--- src/rtl/ysyx_24070014_stream_mux_pkg.sv ---
// Shared definitions for ysyx_24070014_stream_mux: mode encoding, lock state
// and the channel-index width helper.
package ysyx_24070014_stream_mux_pkg;

  typedef enum logic {
    MODE_KEY = 1'b0,
    MODE_RR  = 1'b1
  } mode_e;

  typedef enum logic {
    LK_OPEN = 1'b0,
    LK_HELD = 1'b1
  } lock_e;

  // Bits needed to index n channels (n >= 2).
  function automatic int unsigned ch_idx_w(input int unsigned n);
    int unsigned w;
    w = 1;
    while ((32'd1 << w) < n) w++;
    return w;
  endfunction

endpackage

--- src/rtl/ysyx_24070014_stream_mux_arb.sv ---
// Combinational grant selection: packet lock first, then key lookup
// (lowest matching index) or round-robin search starting at rr_ptr_i.
module ysyx_24070014_stream_mux_arb
  import ysyx_24070014_stream_mux_pkg::*;
#(
  parameter int unsigned NR_CH   = 4,
  parameter int unsigned KEY_LEN = 2
) (
  input  mode_e                          mode_i,
  input  logic [KEY_LEN-1:0]             sel_key_i,
  input  logic [NR_CH*KEY_LEN-1:0]       key_lut_i,
  input  logic [NR_CH-1:0]               valid_i,
  input  logic [ch_idx_w(NR_CH)-1:0]     rr_ptr_i,
  input  logic                           locked_i,
  input  logic [ch_idx_w(NR_CH)-1:0]     lock_ch_i,
  output logic [ch_idx_w(NR_CH)-1:0]     grant_o,
  output logic                           hit_o
);

  localparam int unsigned CW = ch_idx_w(NR_CH);

  int unsigned idx;

  always_comb begin
    grant_o = '0;
    hit_o   = 1'b0;
    idx     = 0;
    if (locked_i) begin
      grant_o = lock_ch_i;
      hit_o   = 1'b1;
    end else if (mode_i == MODE_RR) begin
      for (int unsigned k = 0; k < NR_CH; k++) begin
        idx = 32'(rr_ptr_i) + k;
        if (idx >= NR_CH) idx = idx - NR_CH;
        if (!hit_o && valid_i[CW'(idx)]) begin
          hit_o   = 1'b1;
          grant_o = CW'(idx);
        end
      end
    end else begin
      for (int unsigned n = 0; n < NR_CH; n++) begin
        if (!hit_o && (key_lut_i[n*KEY_LEN +: KEY_LEN] == sel_key_i)) begin
          hit_o   = 1'b1;
          grant_o = CW'(n);
        end
      end
    end
  end

endmodule

--- src/rtl/ysyx_24070014_stream_mux.sv ---
// Keyed / round-robin stream multiplexer with packet lock and a one-entry
// output register. Define YSYX_24070014_STREAM_MUX_RR_EN to enable round-robin mode.
module ysyx_24070014_stream_mux
  import ysyx_24070014_stream_mux_pkg::*;
#(
  parameter int unsigned NR_CH    = 4,
  parameter int unsigned KEY_LEN  = 2,
  parameter int unsigned DATA_LEN = 32
) (
  input  logic                          clk,
  input  logic                          rst_n,
  input  logic [NR_CH-1:0]              in_valid,
  output logic [NR_CH-1:0]              in_ready,
  input  logic [NR_CH*DATA_LEN-1:0]     in_data,
  input  logic [NR_CH-1:0]              in_last,
  input  logic [NR_CH*KEY_LEN-1:0]      key_lut,
  input  logic [KEY_LEN-1:0]            sel_key,
  input  logic                          mode,
  output logic                          out_valid,
  input  logic                          out_ready,
  output logic [DATA_LEN-1:0]           out_data,
  output logic                          out_last,
  output logic [ch_idx_w(NR_CH)-1:0]    out_ch,
  output logic                          miss
);

  localparam int unsigned CW = ch_idx_w(NR_CH);

  lock_e               lk_q, lk_d;
  logic [CW-1:0]       lock_ch_q, lock_ch_d;
  logic                out_valid_q, out_valid_d;
  logic [DATA_LEN-1:0] out_data_q, out_data_d;
  logic                out_last_q, out_last_d;
  logic [CW-1:0]       out_ch_q, out_ch_d;
  logic                miss_q, miss_d;

  mode_e               eff_mode;
  logic [CW-1:0]       rr_ptr;
  logic [CW-1:0]       grant;
  logic                hit;
  logic                locked;
  logic                loadable;
  logic                take;
  logic                beat_last;

  assign locked = (lk_q == LK_HELD);

  ysyx_24070014_stream_mux_arb #(
    .NR_CH   (NR_CH),
    .KEY_LEN (KEY_LEN)
  ) u_arb (
    .mode_i    (eff_mode),
    .sel_key_i (sel_key),
    .key_lut_i (key_lut),
    .valid_i   (in_valid),
    .rr_ptr_i  (rr_ptr),
    .locked_i  (locked),
    .lock_ch_i (lock_ch_q),
    .grant_o   (grant),
    .hit_o     (hit)
  );

`ifdef YSYX_24070014_STREAM_MUX_RR_EN
  logic [CW-1:0] rr_ptr_q, rr_ptr_d;

  assign eff_mode = mode_e'(mode);
  assign rr_ptr   = rr_ptr_q;

  always_comb begin
    rr_ptr_d = rr_ptr_q;
    if (take && beat_last) begin
      rr_ptr_d = (32'(grant) == NR_CH - 1) ? '0 : grant + 1'b1;
    end
  end

  always_ff @(posedge clk) begin
    if (!rst_n) rr_ptr_q <= '0;
    else        rr_ptr_q <= rr_ptr_d;
  end
`else
  logic mode_unused;

  assign mode_unused = mode;
  assign eff_mode    = MODE_KEY;
  assign rr_ptr      = '0;
`endif

  always_comb begin
    loadable  = !out_valid_q || out_ready;
    in_ready  = '0;
    // in_ready is gated by rst_n so it is low throughout reset, not only after it.
    if (rst_n && loadable && hit) in_ready[grant] = 1'b1;
    take      = |(in_ready & in_valid);
    beat_last = in_last[grant];

    lk_d        = lk_q;
    lock_ch_d   = lock_ch_q;
    out_valid_d = out_valid_q;
    out_data_d  = out_data_q;
    out_last_d  = out_last_q;
    out_ch_d    = out_ch_q;
    miss_d      = !locked && (eff_mode == MODE_KEY) && !hit && (|in_valid);

    if (take) begin
      out_valid_d = 1'b1;
      out_data_d  = in_data[32'(grant)*DATA_LEN +: DATA_LEN];
      out_last_d  = beat_last;
      out_ch_d    = grant;
      if (beat_last) begin
        lk_d = LK_OPEN;
      end else begin
        lk_d      = LK_HELD;
        lock_ch_d = grant;
      end
    end else if (out_ready) begin
      out_valid_d = 1'b0;
    end
  end

  always_ff @(posedge clk) begin
    if (!rst_n) begin
      lk_q        <= LK_OPEN;
      lock_ch_q   <= '0;
      out_valid_q <= 1'b0;
      out_data_q  <= '0;
      out_last_q  <= 1'b0;
      out_ch_q    <= '0;
      miss_q      <= 1'b0;
    end else begin
      lk_q        <= lk_d;
      lock_ch_q   <= lock_ch_d;
      out_valid_q <= out_valid_d;
      out_data_q  <= out_data_d;
      out_last_q  <= out_last_d;
      out_ch_q    <= out_ch_d;
      miss_q      <= miss_d;
    end
  end

  assign out_valid = out_valid_q;
  assign out_data  = out_data_q;
  assign out_last  = out_last_q;
  assign out_ch    = out_ch_q;
  assign miss      = miss_q;

endmodule

--- config.mk ---
export PLATFORM = sky130hd
export DESIGN_NAME = ysyx_24070014_stream_mux
export DESIGN_NICKNAME = d
export VERILOG_FILES = /design/src/rtl/ysyx_24070014_stream_mux_pkg.sv /design/src/rtl/ysyx_24070014_stream_mux_arb.sv /design/src/rtl/ysyx_24070014_stream_mux.sv
export SDC_FILE = /design/constraint.sdc
export NUM_CORES = 1
export LEC_CHECK = 0
export CORE_MARGIN = 8
export CORE_UTILIZATION = 42
export DETAILED_ROUTE_END_ITERATION = 7
export PLACE_DENSITY = 0.93
export REMOVE_ABC_BUFFERS = 1
export SYNTH_ARGS = -nofsm -noshare
export SYNTH_HDL_FRONTEND = slang
export SYNTH_SLANG_ARGS = --single-unit
--- constraint.sdc ---
create_clock -name clk -period 3.9 [get_ports clk]
set_clock_uncertainty 0.15 [all_clocks]
set_input_delay 0.585 -clock clk [delete_from_list [all_inputs] [get_ports clk]]
set_output_delay 0.585 -clock clk [all_outputs]
set_load 0.02 [all_outputs]
==> results.md, run 1 <==
* 1st-iter DRT viols at 203
* Via-to-Cell Ratio at 5.91
* Antenna cell count at 0
* Switch Pwr at 0.833 mW
* Total number of vias at 4249
* Port Buf Inserts at 189
* Hold buffer count at CTS at 0
* CP required at 3160 ps
* Largest net degree at the start of global routing at 39
* Worst-Margin Slew at 813 ps
* Antenna-violating nets left at 0
* CTS HTree Levels at 2
* Internal at 1.14 mW
* RePlAce Congestion at 0.878
* Initial antenna violation count at 0
* Multi-input gate area at 2030 um^2
* CP Launch Type: input port
* # IOs at 191
* GRT overflow at 0
* Worst-path clk slew at 70 ps
* Critical Path AT at roughly 3000 ps
* Fmax at roughly 270 MHz
* CP Max Fanout at 31
* Commonest non-fill, non-tap cell in the layout: clkdlybuf4s50_1
* Power share of the sequential group at 0.263
* CTS max path bufs at 2
* Status: finished, final reports clean
* CTS tree: built
* Clock share of power at 0.143
* Sequential area share after synthesis at 0.240
* Reg area at 801 um^2
* Synth async-reset ratio at 0
* Synth top area share at 0.295
* Most frequent cells in the layout: clkdlybuf4s50_1, o211ai_1, inv_1, dfxtp_1, a21oi_1
* Unrepaired setup endpoints after global routing: no
* # nets final at ~770
* Vias in the first global route at 4304
* Syn. warnings at 0
* # clock sinks at 40
* Overall die area at 11100 um^2
* # Post-CTS Setup Buffers at 0
* Global-route usage over all layers at 0.227
* Final hold violations at 0
* Fillers at between 600 and 700
* Cell family contributing the most delay on the critical path: buffers and inverters
* Final core occ at 0.691
* Largest cells by area after synthesis: o211ai_1, dfxtp_1, inv_1, nand4_1, a21oi_1
* Row cnt at 32
* Max Slew Vio Count at 0
* Area of placed instances at 5250 um^2
* TritonCTS Buffers at 5
* Slowest-stage cell, CP: clkdlybuf4s50_1
* Number of flops mapped to enable cells by yosys at 0
* Skew-Pair Late Insertion Delay at around 280 ps
* Die Wd at 105 um
* Logic gate share of total power at 0.595
* Synth unique cells at 42
* Cell Chain, Critical Path: clkdlybuf4s50_1, xnor2_1, a221o_2, buf_4, o21ai_2, nor2_1, clkdlybuf4s50_1
* Die H at 105 um
* Final period util at 0.945
* Net Sw Frac at 0.423
* TritonRoute pass-1 iters at 4
* Predominant post-synthesis flop cell: dfxtp_1
* Clock root cell: clkbuf_8
* Initial Utilization at 0.432
* Layout Area Growth over Synthesis at 60.0%
* HPWL Detailed at 10000 um
* CP dominant cell by count: clkdlybuf4s50_1
* Final setup fails at 0
* Post-Syn Instances at 455
* Area leader, netlist: o211ai_1
* Relative max-transition margin at 0.458
* Fin crit period at 3680 ps
* Wirelength per Cell at 18.3 um
* Max IR drop VDD at 234 uV
* CP max stage delay at 620 ps
* Power per cell area at 369 nW/um^2
* First-pass GRT wire length at 21300 um
* Core ar. at 7730 um^2
* Cell area after synthesis at 3340 um^2
* Synthesized flop and latch total at 40
* Crit Path Category: input port to primary output
* Max_cap viols at 0
* Post-route DRC violation count at 0
* LEAKAGE at just under 2 nW
* Layout cell share with drive strength beyond 1 at 0.0616
* Syn Area/Cell at 7.34 um^2
* Cell area after layout at 5340 um^2
* WL final at 13200 um
* CP Capture Type: primary output
* WP buf/inv at 3
* Min-delay worst type: register to register
* CTS resizes at 0
-- power by group through the flow --
| stage | combinational [mW] | clock (mW) | sequential (mW) |
|---|---|---|---|
| global placement | 1.12 | 0 | 0.520 |
| global route | 1.26 | 0.305 | 0.525 |
| detailed placement | 1.16 | 0 | 0.526 |
| CTS | 1.17 | 0.286 | 0.517 |
| floorplan | 0.552 | 0 | 0.598 |
| finish | 1.17 | 0.281 | 0.518 |
-- state kept, by name (all words and copies together) (netlist names) --
name       count
lk_q           1
out_ch         2
miss           1
lock_ch_q      2
out_data      32
out_valid      1
out_last       1
-- layer usage --
metal  GRT usage  vias up  part of all wire
li1            -     2041                 -
met3      0.0608       30             0.079
met4      0.0765        0             0.026
met2       0.396      202              0.50
met1       0.262     1976              0.40
met5           0        -                 0
-- cells in the mapped netlist, types with 2 or more instances --
cell type,instances
nor2_1,3
buf_1,2
a21oi_1,38
buf_6,7
buf_2,10
a31oi_1,3
xnor2_1,8
o21ai_0,4
clkbuf_1,32
nor2b_1,2
nand2_1,6
dfxtp_1,40
buf_4,2
o21ai_1,30
xor2_1,6
nand4_1,32
o21ai_2,2
inv_1,67
mux2i_1,2
o211ai_1,131
o211a_1,2
o2111ai_1,2
nor4_1,2
nand3_1,4
-- area by class of cell --
class,instances,share of cell area
clock buffers,8,0.0169
inverters,68,0.0478
repair buffers,207,0.382
multi-input cells,294,0.380
flip-flops and latches,40,0.150
well taps,102,0.0239
-- kinds of logic (layout without fill, tap and decap cells) --
group	after synthesis	count (layout)	synth area share
and+or+nand+nor	52	52	0.0900
xor gates and xnor gates	14	14	0.0367
muxes	3	3	0.0127
buffers and inverters	121	283	0.158
AOI/OAI and AO/OA	225	225	0.463
DFF	40	40	0.240
-- final timing paths --
kind             endpoint         start  slack (ps)  cells after the start
max           in_ready[0]    sel_key[1]         220                      7
min          out_data[23]  out_data[23]         330                      2
max reg2reg   out_data[0]          lk_q         890                      6
min reg2reg  out_data[23]  out_data[23]         330                      2
-- tightest hold or removal path: stages, from the launching register on --
cell     delay [ps]
dfxtp_1         310
o21ai_0          70
a21oi_1          60
-- through the flow --
step	total power, mW	setup WS [ps]	setup TNS (ps)	std cells	hold slack (ps)
5_1_grt	2.09	73.9	0	719	350
4_1_cts	1.97	182	0	719	327
3_5_place_dp	1.69	195	0	711	317
3_3_place_gp	1.65	334	0	711	311
6_report	1.97	216	0	719	328
2_1_floorplan	1.15	-2150	-84700	402	298
Note: power is estimated with default switching activity, not from simulation.
==> run 2, diff against run 1 <==
Clock period 3.9 ns to 4.7 ns, I/O delays scaled along.
==> results.md, run 2 (synthesized netlist as in run 1, its figures left out) <==
* Commonest non-fill, non-tap cell in the layout: clkdlybuf4s50_1
* Max_cap viols at 0
* Layout cell share with drive strength beyond 1 at 0.0541
* Slowest-stage cell, CP: clkdlybuf4s50_1
* Die H at 105 um
* Final setup fails at 0
* CTS resizes at 0
* GRT overflow at 0
* # IOs at 191
* Tot Pwr at 1.67 mW
* CTS tree: built
* Final hold violations at 0
* Hold buffer count at CTS at 0
* Fmax at 225 MHz
* Die Wd at 105 um
* Crit Path Category: input port to primary output
* Most frequent cells in the layout: clkdlybuf4s50_1, o211ai_1, inv_1, dfxtp_1, a21oi_1
* Wirelength per Cell at ~18 um
* RePlAce Congestion at about 0.86
* Internal at 0.980 mW
* Layout Area Growth over Synthesis at 59.0%
* Antenna-violating nets left at 0
* Hold Path Cell Cnt at 2
* Row cnt at 32
* Core ar. at 7730 um^2
* Unrepaired setup endpoints after global routing: no
* Cell family contributing the most delay on the critical path: buffers and inverters
* Global-route usage over all layers at 0.224
* R2R Path Start: lk_q
* Via-to-Cell Ratio at 5.91
* Relative max-transition margin at 0.478
* Worst-Margin Slew at 782 ps
* Min-delay worst type: register to register
* CP max stage delay at ~620 ps
* # Post-CTS Setup Buffers at 0
* Power per cell area at 314 nW/um^2
* Logic gate share of total power at 0.568
* Worst hold path startpoint: out_data[23]
* Max IR drop VDD at about 270 uV
* CP required at 3850 ps
* Register-to-Register Setup Slack at 1710 ps
* Net Sw Frac at 0.413
* Final core occ at 0.687
* Worst-path clk slew at 80 ps
* Vias in the first global route at 4253
* Pre-CTS setup slack at between 200 and 250 ps
* Final period util at 0.944
* CP Capture Type: primary output
* WL final at between 10000 and 15000 um
* LEAKAGE at 1.91 nW
* Fillers at 620
* Hold Path Sink: out_data[23]
* Reg2reg path depth at 7
* WP buf/inv at 3
* HPWL Detailed at 9590 um
* Initial Utilization at 0.432
* Critical Path AT at 3580 ps
* Power share of the sequential group at 0.257
* Antenna cell count at 0
* Worst flop-to-flop path endpoint: lk_q
* TritonRoute pass-1 iters at 4
* CP Max Fanout at 68
* Largest register FFs at 32
* Fin crit period at ~4400 ps
* First-pass GRT wire length at 20800 um
* # clock sinks at 40
* Total number of vias at 4207
* TritonCTS Buffers at 5
* CTS max path bufs at 2
* Port Buf Inserts at 189
* 1st-iter DRT viols at 200
* Fin worst setup slack at between 200 and 300 ps
* CP Launch Type: input port
* Cell Chain, Critical Path: clkdlybuf4s50_1, xnor2_1, a221o_2, buf_4, o211a_1, nand2_1, nor2_1, clkdlybuf4s50_1
* Max Slew Vio Count at 0
* Largest net degree at the start of global routing at around 70
* Setup_tns at 0 ps
* Switch Pwr at 0.689 mW
* Status: finished, final reports clean
* CP dominant cell by count: clkdlybuf4s50_1
* Post-route DRC violation count at 0
* Clock root cell: clkbuf_8
* Clock share of power at 0.175
* Overall die area at 11100 um^2
* Skew-Pair Late Insertion Delay at between 200 and 300 ps
* # nets final at 759
* CTS HTree Levels at 2
* Initial antenna violation count at 0
run 2: cell types whose count changed in the layout (fill, tap and decap cells not counted):
| cell | delta |
|---|---|
| buf_12 | -1 |
| clkinv_4 | +1 |
| bufinv_16 | +1 |
| clkbuf_1 | -2 |
| buf_4 | -6 |
run 2: routing by layer:
layer  vias up  GRT usage  routed length, um
li1       2025          -                  -
met1      1951      0.262               5370
met2       207      0.388               6460
met3        24     0.0559                919
met4         0     0.0775                311
met5         -          0                  0
run 2: worst max-delay path by stage:
stage | start | end | slack (ps) | depth (start not counted)
2_1_floorplan | key_lut[5] | out_ch[1] | -1470 | 6
3_3_place_gp | sel_key[1] | in_ready[3] | 410 | 7
3_5_place_dp | sel_key[1] | in_ready[3] | 250 | 7
4_1_cts | sel_key[1] | in_ready[3] | 240 | 7
5_1_grt | sel_key[1] | in_ready[0] | 50 | 8
6_report | sel_key[1] | in_ready[0] | 260 | 8
run 2: cell type report:
type | instances | area (um^2) | area share
multi-input cells | 294 | 2030 | 0.382
repair buffers | 200 | 1970 | 0.372
flip-flops and latches | 40 | 801 | 0.151
inverters | 68 | 255 | 0.0481
well taps | 102 | 128 | 0.0240
clock buffers | 6 | 82.6 | 0.0156
clock inverters | 2 | 38.8 | 0.00731
run 2: metrics by stage:
step                hold slack (ps)  instances  instance area (um^2)
finish                          329        712                  5310
global route                    352        712                  5310
CTS                             328        712                  5310
detailed placement              317        704                  5190
global placement                312        704                  5190
floorplan                       298        402                  3070
run 2: power groups by stage:
stage | combinational [mW] | clock [mW] | sequential, mW
6_report | 0.948 | 0.292 | 0.428
5_1_grt | 1.02 | 0.317 | 0.436
4_1_cts | 0.945 | 0.301 | 0.428
3_5_place_dp | 0.942 | 0 | 0.436
3_3_place_gp | 0.913 | 0 | 0.432
2_1_floorplan | 0.458 | 0 | 0.496
run 2: worst register-to-register path, stage by stage, from the launching register on:
cell and delay, ps:
dfxtp_1 540, a221o_2 200, buf_4 560, o211ai_2 220, a31oi_4 560, buf_4 360
nand3_1 140, o211a_1 150
